## src/rtl/uart_tx_top.sv

```systemverilog
// Memory-mapped 8N1 UART transmitter: small TX FIFO, programmable baud divisor,
// frame serialiser FSM and a level interrupt for "enabled, drained and idle".
module uart_tx_top #(
  parameter int               FIFO_DEPTH = 4,
  parameter int               DIV_W      = 16,
  parameter logic [DIV_W-1:0] DIV_RESET  = DIV_W'(868)
) (
  input  logic        clk,
  input  logic        rst,
  input  logic        we,
  input  logic [1:0]  a,
  input  logic [31:0] wd,
  output logic [31:0] rd,
  output logic        tx,
  output logic        irq
);

  localparam int PTR_W = (FIFO_DEPTH > 1) ? $clog2(FIFO_DEPTH) : 1;
  localparam int CNT_W = PTR_W + 1;

  typedef enum logic [1:0] {
    IDLE  = 2'd0,
    START = 2'd1,
    DATA  = 2'd2,
    STOP  = 2'd3
  } state_e;

  state_e             state_q, state_d;
  logic [DIV_W-1:0]   cnt_q, cnt_d;
  logic [DIV_W-1:0]   shadow_q, shadow_d;
  logic [2:0]         bit_q, bit_d;
  logic [7:0]         shift_q, shift_d;
  logic               tx_q, tx_d;

  logic [7:0]         mem_q [FIFO_DEPTH];
  logic [PTR_W-1:0]   wr_ptr_q, wr_ptr_d;
  logic [PTR_W-1:0]   rd_ptr_q, rd_ptr_d;
  logic [CNT_W-1:0]   count_q, count_d;
  logic               en_q, en_d;
  logic               ovf_q, ovf_d;
  logic [DIV_W-1:0]   div_q, div_d;

  logic               full_s;
  logic               empty_s;
  logic               busy_s;
  logic               bit_end_s;
  logic               pop_s;
  logic               push_s;
  logic               push_ok_s;
  logic               ovf_set_s;
  logic [DIV_W-1:0]   eff_div_s;
  logic [7:0]         head_s;

  assign full_s    = (count_q == CNT_W'(FIFO_DEPTH));
  assign empty_s   = (count_q == CNT_W'(0));
  assign busy_s    = (state_q != IDLE);
  assign eff_div_s = (div_q < DIV_W'(2)) ? DIV_W'(2) : div_q;
  assign bit_end_s = (cnt_q == (shadow_q - DIV_W'(1)));
  assign head_s    = mem_q[rd_ptr_q];

  // A pop happens when leaving IDLE or at the end of a stop bit with work queued.
  assign pop_s     = en_q & ~empty_s &
                     ((state_q == IDLE) | ((state_q == STOP) & bit_end_s));
  assign push_s    = we & (a == 2'd0);
  assign push_ok_s = push_s & (~full_s | pop_s);
  assign ovf_set_s = push_s & full_s & ~pop_s;

  assign tx  = tx_q;
  assign irq = en_q & empty_s & ~busy_s;

  // Serialiser next-state: start bit, 8 data bits LSB first, stop bit.
  always_comb begin
    state_d  = state_q;
    cnt_d    = cnt_q;
    shadow_d = shadow_q;
    bit_d    = bit_q;
    shift_d  = shift_q;
    tx_d     = tx_q;
    case (state_q)
      IDLE: begin
        tx_d = 1'b1;
        if (pop_s) begin
          state_d  = START;
          cnt_d    = DIV_W'(0);
          bit_d    = 3'd0;
          shift_d  = head_s;
          shadow_d = eff_div_s;
          tx_d     = 1'b0;
        end else begin
          state_d = IDLE;
        end
      end
      START: begin
        if (bit_end_s) begin
          state_d = DATA;
          cnt_d   = DIV_W'(0);
          bit_d   = 3'd0;
          tx_d    = shift_q[0];
        end else begin
          cnt_d = cnt_q + DIV_W'(1);
        end
      end
      DATA: begin
        if (bit_end_s) begin
          cnt_d = DIV_W'(0);
          if (bit_q == 3'd7) begin
            state_d = STOP;
            tx_d    = 1'b1;
          end else begin
            bit_d   = bit_q + 3'd1;
            shift_d = {1'b0, shift_q[7:1]};
            tx_d    = shift_q[1];
          end
        end else begin
          cnt_d = cnt_q + DIV_W'(1);
        end
      end
      STOP: begin
        if (bit_end_s) begin
          cnt_d = DIV_W'(0);
          if (pop_s) begin
            state_d  = START;
            bit_d    = 3'd0;
            shift_d  = head_s;
            shadow_d = eff_div_s;
            tx_d     = 1'b0;
          end else begin
            state_d = IDLE;
            tx_d    = 1'b1;
          end
        end else begin
          cnt_d = cnt_q + DIV_W'(1);
        end
      end
      default: begin
        state_d = IDLE;
        cnt_d   = DIV_W'(0);
        tx_d    = 1'b1;
      end
    endcase
  end

  // Register file and FIFO bookkeeping; an overflow set beats a same-edge clear.
  always_comb begin
    en_d     = en_q;
    ovf_d    = ovf_q;
    div_d    = div_q;
    wr_ptr_d = wr_ptr_q;
    rd_ptr_d = rd_ptr_q;
    count_d  = count_q;
    if (we && (a == 2'd2)) begin
      div_d = wd[DIV_W-1:0];
    end else begin
      div_d = div_q;
    end
    if (we && (a == 2'd3)) begin
      en_d = wd[0];
      if (wd[1]) begin
        ovf_d = 1'b0;
      end else begin
        ovf_d = ovf_q;
      end
    end else begin
      en_d = en_q;
    end
    if (ovf_set_s) begin
      ovf_d = 1'b1;
    end else begin
      ovf_d = ovf_d;
    end
    if (push_ok_s) begin
      wr_ptr_d = wr_ptr_q + PTR_W'(1);
    end else begin
      wr_ptr_d = wr_ptr_q;
    end
    if (pop_s) begin
      rd_ptr_d = rd_ptr_q + PTR_W'(1);
    end else begin
      rd_ptr_d = rd_ptr_q;
    end
    if (push_ok_s && !pop_s) begin
      count_d = count_q + CNT_W'(1);
    end else if (pop_s && !push_ok_s) begin
      count_d = count_q - CNT_W'(1);
    end else begin
      count_d = count_q;
    end
  end

  // Read mux, combinational from the register select.
  always_comb begin
    rd = 32'h0000_0000;
    case (a)
      2'd0:    rd = 32'h0000_0000;
      2'd1:    rd = {27'd0, busy_s, ovf_q, full_s, empty_s, en_q};
      2'd2:    rd = 32'(div_q);
      2'd3:    rd = {31'd0, en_q};
      default: rd = 32'h0000_0000;
    endcase
  end

  // State registers with synchronous active-low reset.
  always_ff @(posedge clk) begin
    if (!rst) begin
      state_q  <= IDLE;
      cnt_q    <= DIV_W'(0);
      shadow_q <= DIV_W'(2);
      bit_q    <= 3'd0;
      shift_q  <= 8'h00;
      tx_q     <= 1'b1;
      wr_ptr_q <= PTR_W'(0);
      rd_ptr_q <= PTR_W'(0);
      count_q  <= CNT_W'(0);
      en_q     <= 1'b0;
      ovf_q    <= 1'b0;
      div_q    <= DIV_RESET;
    end else begin
      state_q  <= state_d;
      cnt_q    <= cnt_d;
      shadow_q <= shadow_d;
      bit_q    <= bit_d;
      shift_q  <= shift_d;
      tx_q     <= tx_d;
      wr_ptr_q <= wr_ptr_d;
      rd_ptr_q <= rd_ptr_d;
      count_q  <= count_d;
      en_q     <= en_d;
      ovf_q    <= ovf_d;
      div_q    <= div_d;
    end
  end

  // FIFO storage; stale entries are harmless because reset clears the pointers.
  always_ff @(posedge clk) begin
    if (push_ok_s) begin
      mem_q[wr_ptr_q] <= wd[7:0];
    end
  end

endmodule

```

## config.mk

```make
export PLATFORM = sky130hd
export DESIGN_NAME = uart_tx_top
export DESIGN_NICKNAME = d
export VERILOG_FILES = /design/src/rtl/uart_tx_top.sv
export SDC_FILE = /design/constraint.sdc
export NUM_CORES = 1
export LEC_CHECK = 0
export CAP_MARGIN = 5
export CORE_AREA = 2 2 98 100
export DETAILED_ROUTE_END_ITERATION = 6
export DIE_AREA = 0 0 100 102
export MAX_ROUTING_LAYER = met4
export PLACE_DENSITY = 0.91
export SETUP_SLACK_MARGIN = 0.5
export SYNTH_ARGS = -nofsm -noshare
export SYNTH_HDL_FRONTEND = slang
export SYNTH_SLANG_ARGS = --single-unit
```

## constraint.sdc

```tcl
create_clock -name clk -period 7.7 [get_ports clk]
set_clock_uncertainty 0.05 [all_clocks]
set_input_delay 1.54 -clock clk [delete_from_list [all_inputs] [get_ports clk]]
set_output_delay 1.54 -clock clk [all_outputs]
set_load 0.005 [all_outputs]
```

==> results_dict.tcl <==
set metrics [dict create \
    status "completed" \
    wl_per_cell_um 16.87 \
    core_sq_um 9109 \
    htreeDepth 3 \
    num_vias 4178 \
    grt.overflow.total 0 \
    startpoint_type "primary input" \
    grt_max_degree 61 \
    slowest_delay_ns 0.75 \
    stdcell_area_sq_um 5832 \
    tightest_slew_ns 1.064 \
    worstPathRequired_ns 6.11 \
    clkLatencyLatePin_ns 0.38 \
    areaGrowthSynthToFinish_pct 11.32 \
    clk_pin_slew_worst_paths_ns 0.10 \
    fin_crit_sh_pct 67.56 \
    synth_cells 550 \
    synthFlopType "dfxtp_1" \
    slew_violations 0 \
    clock-sinks 105 \
    p_per_area_nw_per_um2 200.8 \
    grt_pass1_vias 3888 \
    place.gp.congestion 0.8612 \
    timing.final.hold_violations 0 \
    route.detailed.drc 0 \
    drive_gt1_share_pct 6.540 \
    floorplan.rows 35 \
    ys_seq_area_share_pct 46.24 \
    drtPass1Iterations 5 \
    hold_class "register to register" \
    ctsHoldBuffers 0 \
    post_cts_buffers 0 \
    nets 629 \
    setup_violations 0 \
    cp.arrival_ns 3.61 \
    r2r_cells 15 \
    portBuffers 38 \
    whs_path_depth 2 \
    boundaryPins 71 \
    p_leak_uw 0.002208 \
    path_max_fanout 17 \
    rrSetupSlack_ns 3.13 \
    diodes 0 \
    grt_setup_unrepaired "false" \
    grt_pass1_wl_mm 18.71 \
    start_util_pct 57.51 \
    dieHeight_um 102 \
    grtUsageTotal_pct 23.85 \
    relSlewSlack_pct 29.08 \
    cts_root_buffer "clkbuf_8" \
    die_w_um 100 \
    postSynthAreaPerCell_sq_um 9.525 \
    routed_via_density 6.038 \
    cp_slowest_cell "nor2b_1" \
    timing.hold.ws_ns 0.4250 \
    fin_tns_setup_ns 0 \
    worstPathCellList "clkdlybuf4s50_1 -> nor2b_1 -> a22o_1 -> clkdlybuf4s50_1" \
    cts_buffers 9 \
    hpwl_mm 8.198 \
    synth_area_sq_um 5239 \
    yosysWarnings 0 \
    cts_tree "yes" \
    crit_top_cell "clkdlybuf4s50_1" \
    crit_type "primary input to primary output" \
    ant_nets 0 \
    cts.repair.resized 0 \
    grt_antenna_before_repair 0 \
    drt-initial-drc-count 336 \
    period_minus_slack_ns 5.202 \
    critPathCaptureType "primary output" \
    die-area_sq_um 10200 \
    wirelength_mm 11.67 \
    synthArstFlopShare_pct 0 \
    cts_max_path_buffers 2 \
    clock.fmax_mhz 192.2 \
    ys_types 60 \
    ir_drop_mv 0.1303 \
    synth_seq_cells 105 \
    drv_cap 0 \
    place_area_sq_um 5602 \
    synth-edff-count 32 \
]
==> flip-flops by register name, indices dropped and copies added (netlist names), named ones only <==
register,count
bit_q,3
cnt_q,16
count_q,3
div_q,16
en_q,1
mem_q,32
ovf_q,1
rd_ptr_q,2
shadow_q,16
shift_q,8
state_q,2
tx,1
wr_ptr_q,2
==> worst paths after layout <==
kind	start	to
setup / recovery	a[1]	rd[3]
hold / removal	shift_q[7]	shift_q[7]
setup reg to reg	shadow_q[0]	count_q[2]
hold reg to reg	shift_q[7]	shift_q[7]
==> cells by family after synthesis <==
kind of cell / Yosys count / share of synthesized area (%)
mux: 21 / 5.923
flops: 105 / 46.24
compound gates: 85 / 10.80
simple gates: 236 / 22.55
xor+xnor: 32 / 5.350
fa+ha+maj: 16 / 3.965
buf+inv: 54 / 5.111
other cells: 1 / 0.07158
==> power breakdown <==
| group | internal [uW] | leakage (uW) | total, uW | switching [uW] |
|---|---|---|---|---|
| Combinational | 87.1 | 0.00122 | 219 | 132 |
| Sequential | 585 | 0.000879 | 602 | 16.7 |
| Clock | 133 | 0.000108 | 351 | 217 |
| Total | 805 | 0.00221 | 1170 | 366 |
==> layout make-up <==
type	count	area (sq um)
timing repair buffer	39	390.4
multi-input combinational	406	2609
inverter	15	56.30
sequential	105	2422
clock buffer	9	123.9
clock inverter	7	91.34
tap	111	138.9
fill	677	3277
==> cell usage after synthesis (4+ instances only) <==
library cell / n / area, sq um
nand4_1: 6 / 37.54
mux2i_1: 13 / 130.1
inv_1: 15 / 56.30
a21oi_1: 22 / 110.1
mux4_2: 8 / 180.2
or3_1: 9 / 56.30
nand3b_1: 4 / 30.03
ha_1: 15 / 187.7
edfxtp_1: 32 / 960.9
clkbuf_1: 17 / 63.81
nand2_1: 77 / 289.0
xnor2_1: 15 / 131.4
dfxtp_1: 73 / 1461
nand3_1: 45 / 225.2
nor3_1: 12 / 60.06
buf_4: 17 / 127.6
and2_1: 19 / 118.9
nor2b_1: 4 / 25.02
xor2_1: 17 / 148.9
nor2_1: 32 / 120.1
buf_1: 4 / 15.01
o211a_1: 7 / 70.07
nand2b_1: 4 / 25.02
o21ai_0: 26 / 130.1
nor4_1: 6 / 37.54
==> layout by cell type (no fill, tap or decap), types with 3 or more instances in the layout <==
cell / count
nand3_1: 45
and3_1: 3
o211a_1: 7
nand3b_1: 4
o21ai_0: 26
clkdlybuf4s50_1: 37
and3b_1: 3
nand2_1: 77
mux2i_1: 13
dfxtp_1: 73
inv_1: 15
a22o_1: 3
and2_1: 19
nand4_1: 6
edfxtp_1: 32
nand2b_1: 4
conb_1: 16
clkbuf_8: 9
xnor2_1: 15
nor2_1: 32
a21oi_1: 21
xor2_1: 17
ha_1: 15
nor2b_1: 4
or3_1: 9
nor3_1: 12
mux4_2: 8
inv_8: 3
clkinv_8: 3
or4_1: 3
a31oi_1: 3
nor4_1: 6
==> metrics by stage <==
stage	cells	util (%)	power, uW	setup slack, ns
2_1_floorplan	565	-	772.0	3.877
3_3_place_gp	675	61.50	817.1	2.602
3_5_place_dp	675	61.50	827.1	2.550
4_1_cts	691	63.86	1168	2.531
5_1_grt	692	64.02	1218	2.348
6_report	692	64.02	1171	2.498
==> layer usage <==
metal | routed length, um | vias up | global-route usage (%) | part of all wire [%]
met2 | 5856 | 203 | 40.18 | 50
met5 | 0 | - | - | 0
met1 | 4813 | 1962 | 29.23 | 41
li1 | - | 1978 | - | -
met4 | 324 | 0 | 10.22 | 2.8
met3 | 679 | 35 | 2.873 | 5.8
==> worst max-delay path: cells and delay by family <==
family / cells / cell delay (ns)
AOI/OAI and AO/OA: 1 / 0.28
buffers and inverters: 2 / 1.04
and+or+nand+nor: 1 / 0.75
(Power assumes the default switching activity.)
